[src/rtl/multicycle_ctrl.sv]
// Multi-cycle RV32I control FSM: sequences FETCH/DECODE/EXEC/MEM/WB over a shared
// single-port memory and decodes the instruction register into ALU and strobe controls.
module multicycle_ctrl #(
  parameter logic [31:0] RESET_PC = 32'h0000_0000
) (
  input  logic        clk_i,
  input  logic        rst_i,
  input  logic [31:0] instr_i,
  input  logic        mem_ready_i,
  input  logic        br_eq_i,
  input  logic        br_lt_i,
  input  logic        br_ltu_i,
  output logic [3:0]  alu_op_o,
  output logic        op_a_sel_o,
  output logic        op_b_sel_o,
  output logic        ir_we_o,
  output logic        mem_req_o,
  output logic        mem_we_o,
  output logic        mem_addr_sel_o,
  output logic        rf_we_o,
  output logic [1:0]  wb_sel_o,
  output logic        pc_we_o,
  output logic [1:0]  pc_sel_o,
  output logic        retire_o,
  output logic        halt_o,
  output logic [2:0]  state_o
);

  typedef enum logic [2:0] {
    S_RST    = 3'd0,
    S_FETCH  = 3'd1,
    S_DECODE = 3'd2,
    S_EXEC   = 3'd3,
    S_MEM    = 3'd4,
    S_WB     = 3'd5,
    S_TRAP   = 3'd6
  } state_t;

  localparam logic [3:0] OP_ADD = 4'd0, OP_SUB = 4'd1, OP_SLL = 4'd2, OP_SLT = 4'd3,
                         OP_SLTU = 4'd4, OP_XOR = 4'd5, OP_SRL = 4'd6, OP_SRA = 4'd7,
                         OP_OR = 4'd8, OP_AND = 4'd9, OP_LUI = 4'd10;

  // The PC register lives in the datapath; only its alignment is checked here.
  if (RESET_PC[1:0] != 2'b00) begin : g_bad_reset_pc
    $error("RESET_PC must be word aligned");
  end

  state_t state, state_next;

  logic [6:0] opcode;
  logic [2:0] funct3;
  logic [6:0] funct7;
  assign opcode = instr_i[6:0];
  assign funct3 = instr_i[14:12];
  assign funct7 = instr_i[31:25];

  logic is_r, is_i, is_lui, is_auipc, is_jal, is_jalr, is_br, is_load, is_store, is_fence;
  logic is_ecall, is_ebreak, legal, br_taken;
  logic [3:0] arith_op;

  assign is_r      = opcode == 7'b0110011;
  assign is_i      = opcode == 7'b0010011;
  assign is_lui    = opcode == 7'b0110111;
  assign is_auipc  = opcode == 7'b0010111;
  assign is_jal    = opcode == 7'b1101111;
  assign is_jalr   = opcode == 7'b1100111;
  assign is_br     = opcode == 7'b1100011;
  assign is_load   = opcode == 7'b0000011;
  assign is_store  = opcode == 7'b0100011;
  assign is_fence  = opcode == 7'b0001111;
  assign is_ecall  = instr_i == 32'h0000_0073;
  assign is_ebreak = instr_i == 32'h0010_0073;

  always_comb begin
    logic r_f7_ok, i_f7_ok, br_f3_ok;
    r_f7_ok  = (funct7 == 7'h00) ||
               (funct7 == 7'h20 && (funct3 == 3'b000 || funct3 == 3'b101));
    i_f7_ok  = (funct3 == 3'b001) ? (funct7 == 7'h00) :
               (funct3 == 3'b101) ? (funct7 == 7'h00 || funct7 == 7'h20) : 1'b1;
    br_f3_ok = (funct3 != 3'b010) && (funct3 != 3'b011);
    legal = ((is_r && r_f7_ok) || (is_i && i_f7_ok) || (is_br && br_f3_ok) ||
             is_lui || is_auipc || is_jal || is_jalr || is_load || is_store || is_fence)
            && !is_ecall && !is_ebreak;
  end

  // SUB only exists on R-type; funct7[5] selects SRA for both R-type and shift-immediate.
  always_comb begin
    arith_op = OP_ADD;
    case (funct3)
      3'b000:  arith_op = (is_r && funct7[5]) ? OP_SUB : OP_ADD;
      3'b001:  arith_op = OP_SLL;
      3'b010:  arith_op = OP_SLT;
      3'b011:  arith_op = OP_SLTU;
      3'b100:  arith_op = OP_XOR;
      3'b101:  arith_op = funct7[5] ? OP_SRA : OP_SRL;
      3'b110:  arith_op = OP_OR;
      default: arith_op = OP_AND;
    endcase
  end

  always_comb begin
    br_taken = 1'b0;
    case (funct3)
      3'b000:  br_taken = br_eq_i;
      3'b001:  br_taken = !br_eq_i;
      3'b100:  br_taken = br_lt_i;
      3'b101:  br_taken = !br_lt_i;
      3'b110:  br_taken = br_ltu_i;
      3'b111:  br_taken = !br_ltu_i;
      default: br_taken = 1'b0;
    endcase
  end

  always_ff @(posedge clk_i or posedge rst_i) begin
    if (rst_i) state <= S_RST;
    else       state <= state_next;
  end

  assign state_o = state;

  always_comb begin
    state_next     = state;
    alu_op_o       = OP_ADD;
    op_a_sel_o     = 1'b0;
    op_b_sel_o     = 1'b0;
    ir_we_o        = 1'b0;
    mem_req_o      = 1'b0;
    mem_we_o       = 1'b0;
    mem_addr_sel_o = 1'b0;
    rf_we_o        = 1'b0;
    wb_sel_o       = 2'd0;
    pc_we_o        = 1'b0;
    pc_sel_o       = 2'd0;
    retire_o       = 1'b0;
    halt_o         = 1'b0;
    case (state)
      S_RST: state_next = S_FETCH;
      S_FETCH: begin
        mem_req_o = 1'b1;
        ir_we_o   = mem_ready_i;
        if (mem_ready_i) state_next = S_DECODE;
      end
      S_DECODE: state_next = legal ? S_EXEC : S_TRAP;
      S_EXEC: begin
        state_next = (is_load || is_store) ? S_MEM : S_WB;
        if (is_r || is_i) begin
          alu_op_o   = arith_op;
          op_b_sel_o = is_i;
        end else if (is_lui) begin
          alu_op_o   = OP_LUI;
          op_b_sel_o = 1'b1;
        end else if (is_auipc || is_jal || is_br) begin
          op_a_sel_o = 1'b1;
          op_b_sel_o = 1'b1;
        end else if (is_jalr || is_load || is_store) begin
          op_b_sel_o = 1'b1;
        end
      end
      S_MEM: begin
        mem_req_o      = 1'b1;
        mem_addr_sel_o = 1'b1;
        mem_we_o       = is_store;
        if (mem_ready_i) state_next = S_WB;
      end
      S_WB: begin
        state_next = S_FETCH;
        pc_we_o    = 1'b1;
        retire_o   = 1'b1;
        rf_we_o    = is_r || is_i || is_lui || is_auipc || is_load || is_jal || is_jalr;
        if (is_load)               wb_sel_o = 2'd1;
        else if (is_jal || is_jalr) wb_sel_o = 2'd2;
        if (is_jal)                 pc_sel_o = 2'd1;
        else if (is_jalr)           pc_sel_o = 2'd2;
        else if (is_br && br_taken) pc_sel_o = 2'd1;
      end
      S_TRAP: halt_o = 1'b1;
      default: state_next = S_RST;
    endcase
  end

endmodule

[config.mk]
export PLATFORM = sky130hd
export DESIGN_NAME = multicycle_ctrl
export DESIGN_NICKNAME = d
export VERILOG_FILES = /design/src/rtl/multicycle_ctrl.sv
export SDC_FILE = /design/constraint.sdc
export NUM_CORES = 1
export LEC_CHECK = 0
export ABC_AREA = 1
export CORE_MARGIN = 1
export CORE_UTILIZATION = 25
export CTS_CLUSTER_DIAMETER = 50
export CTS_CLUSTER_SIZE = 24
export DETAILED_ROUTE_END_ITERATION = 10
export PLACE_DENSITY = 0.67
export SLEW_MARGIN = 15
export SYNTH_ARGS = -nofsm -noshare
export SYNTH_HDL_FRONTEND = slang
export SYNTH_SLANG_ARGS = --single-unit
[constraint.sdc]
create_clock -name clk_i -period 1.5 [get_ports clk_i]
set_clock_uncertainty 0.2 [all_clocks]
set_input_delay 0.375 -clock clk_i [delete_from_list [all_inputs] [get_ports clk_i]]
set_output_delay 0.375 -clock clk_i [all_outputs]
set_load 0.005 [all_outputs]
==> summary.md <==
| Metric | Value |
|---|---|
| Status | `complete, but fails checks` |
| Failing checks | `setup timing` |
| Die W | `55.3 um` |
| Post-Synthesis Cells | `148` |
| Most common cell after layout, fill and taps aside | `buf_4` |
| Hold crit path type | `primary input to async pin` |
| TritonCTS clock tree | `built` |
| Maximum root-to-sink buffer count | `2` |
| Power Dens Cells | `898 nW/um2` |
| Detailed Route Iter0 Violations | `37` |
| Max VDD drop | `approximately 0.91 mV` |
| Layout area overhead | `186%` |
| Ant. Diodes | `0` |
| Initial antenna violation count | `0` |
| Crit path DAT | `around 1.5 ns` |
| Min Tclk post-route | `approximately 2.1 ns` |
| RSZ-0062 raised after global routing | `yes` |
| WL final | `4370 um` |
| FF-to-FF setup slack | `-0.25 ns` |
| Die Ht | `55.3 um` |
| Worst setup margin | `-0.590 ns` |
| Leak Pwr | `1.08 nW` |
| Residual DRC | `0` |
| CP Capture Point | `op_b_sel_o` |
| Grt ovf | `0` |
| Worst Setup Start Kind | `primary input` |
| Vias | `1458` |
| Setup TNS | `-9.20 ns` |
| Final Max Slew Viols | `0` |
| Netlist Area Pre-Place | `approximately 710 um2` |
| Total Routing Usage GR | `0.248` |
| Layout cell share with drive strength beyond 1 | `0.650` |
| Slew HR | `0.824` |
| WP data required | `about 0.9 ns` |
| Post-route ant nets | `0` |
| Pre-CTS WS | `-1.31 ns` |
| Max H-tree Level | `1` |
| Standard-cell rows | `18` |
| Die ar. | `3060 um2` |
| Worst-skew pair later-pin latency | `0.25 ns` |
| Least-Margin Pin Slew | `0.263 ns` |
| Pin count of the biggest net entering global routing | `8` |
| Period utilization | `1.39` |
| Commonest cells after routing, fill and taps aside | `buf_4, buf_6, nand2_1` |
| Fin. Hold Viols | `0` |
| Vias/cell | `5.08` |
| Syn nets | `186` |
| Max cap viols | `0` |
| Final setup violating endpoints | `22` |
| Final Net Count | `296` |
| Initial core utilization | `0.274` |
| Fmax | `between 400 and 500 MHz` |
| CP max FO | `4` |
| CTS Root Cell | `clkbuf_4` |
| RR Endpoint | `state_o[2]$_DFFE_PP0P_` |
| Hpwl dp | `2180 um` |
| TritonCTS buffer count | `3` |
| Netlist cell types | `21` |
| CP startpoint | `instr_i[1]` |
| Max FFs per register | `3` |
| Wire per inst | `15.2 um` |
| Worst r2r src | `state_o[0]$_DFFE_PP0P_` |
| WS Path Type | `primary input to output pin` |
| Synth warn | `0` |
| Port Buffers | `43` |
| Post-Syn Area per Cell | `4.80 um2` |
| Num Clock Sinks | `3` |
| Reg2reg path depth | `10` |
| DR pass1 iterations | `4` |
| Core ar. | `2590 um2` |
| I/O pin count | `59` |
| Number of global-route vias before repair | `about 1400` |
| Worst-path clk slew | `about 0.04 ns` |
| Seq/Total Area, Yosys | `0.106` |
| #FFs+latches synth | `3` |
| First-pass GRT wire length | `6180 um` |
| Routability cong. | `0.825` |
| CP endpoint kind | `output pin` |
==> routing by layer <==
layer / up-vias / wire length, um / track usage
li1: 680 / - / -
met1: 689 / 1700 / 0.293
met2: 70 / 2240 / 0.449
met3: 19 / 269 / 0.0258
met4: 0 / 153 / 0.111
met5: - / 0 / 0
==> critical path, stage by stage <==
cell and delay, ns:
buf_6 0.11, nand2_8 0.08, inv_6 0.05, nand2_8 0.07
buf_6 0.10, nor2_4 0.04, nor2_4 0.10, nand3_2 0.12
o31ai_2 0.25, inv_1 0.08, buf_2 0.13
==> Yosys cell counts <==
library cell  instances  share of area
o31ai_1               1          0.011
nor3_1                4          0.028
inv_1                30           0.16
o211a_1               1          0.014
o21ai_0               7          0.049
nand3_1              11          0.077
nor2_1               31           0.16
nand2_1              39           0.21
inv_2                 1         0.0053
buf_4                 1          0.011
nand2_2               2          0.018
a21oi_1               5          0.035
xnor2_1               1          0.012
a31oi_1               3          0.026
clkbuf_2              1         0.0070
nor2_2                3          0.026
a211oi_1              1          0.011
o2111ai_1             1          0.012
nor2_4                1          0.016
dfrtp_1               3           0.11
o21ai_1               1         0.0070
==> logic make-up (layout without fill, tap and decap cells) <==
kind of cell,after synthesis,after routing,synth area share
AOI/OAI and AO/OA,20,20,0.165
xor gates and xnor gates,1,1,0.0123
buffers and inverters,33,142,0.181
DFF,3,3,0.106
and+or+nand+nor,91,91,0.535
==> per-stage QoR <==
step           cells  power (mW)  area [um2]   util  hold WS, ns
2_1_floorplan    148       0.506         772      -      -0.0714
3_3_place_gp     252       0.972        1470  0.566        0.347
3_5_place_dp     252       0.992        1470  0.566        0.360
4_1_cts          276        1.60        1810  0.699        0.109
5_1_grt          287        1.92        2030  0.786        0.116
6_report         287        1.83        2030  0.786       0.0890
==> how the worst min path moves through the flow <==
| stage | start | to | slack (ns) | cells after the start |
|---|---|---|---|---|
| after floorplan | rst_i | state_o[0]$_DFFE_PP0P_ | -0.07 | 1 |
| after global routing | rst_i | state_o[2]$_DFFE_PP0P_ | 0.12 | 2 |
| after global placement | rst_i | state_o[0]$_DFFE_PP0P_ | 0.35 | 2 |
| final | rst_i | state_o[2]$_DFFE_PP0P_ | 0.09 | 2 |
| after CTS | rst_i | state_o[2]$_DFFE_PP0P_ | 0.11 | 2 |
| after detailed placement | rst_i | state_o[2]$_DFFE_PP0P_ | 0.36 | 2 |
==> power breakdown <==
part	internal (mW)	switching, mW
combinational	0.807	0.675
sequential	0.124	0.0613
clock	0.101	0.0575
total	1.03	0.794
==> timing repair <==
| action | in CTS | in global routing |
|---|---|---|
| setup endpoints to repair | 23 | 21 |
| resized for setup | 214 | 42 |
| buffers inserted | 21 | 14 |
| hold buffers | 0 | 0 |
| pin swaps | 26 | 30 |
==> area by class of cell <==
cell class                 count  area [um2]
clock buffer                   4        26.3
fill                         168         556
inverter                      31         131
multi-input combinational    112         825
sequential                     3        77.6
tap                           30        37.5
timing repair buffer         107         937
No activity file was read; power rests on OpenSTA's default activity.
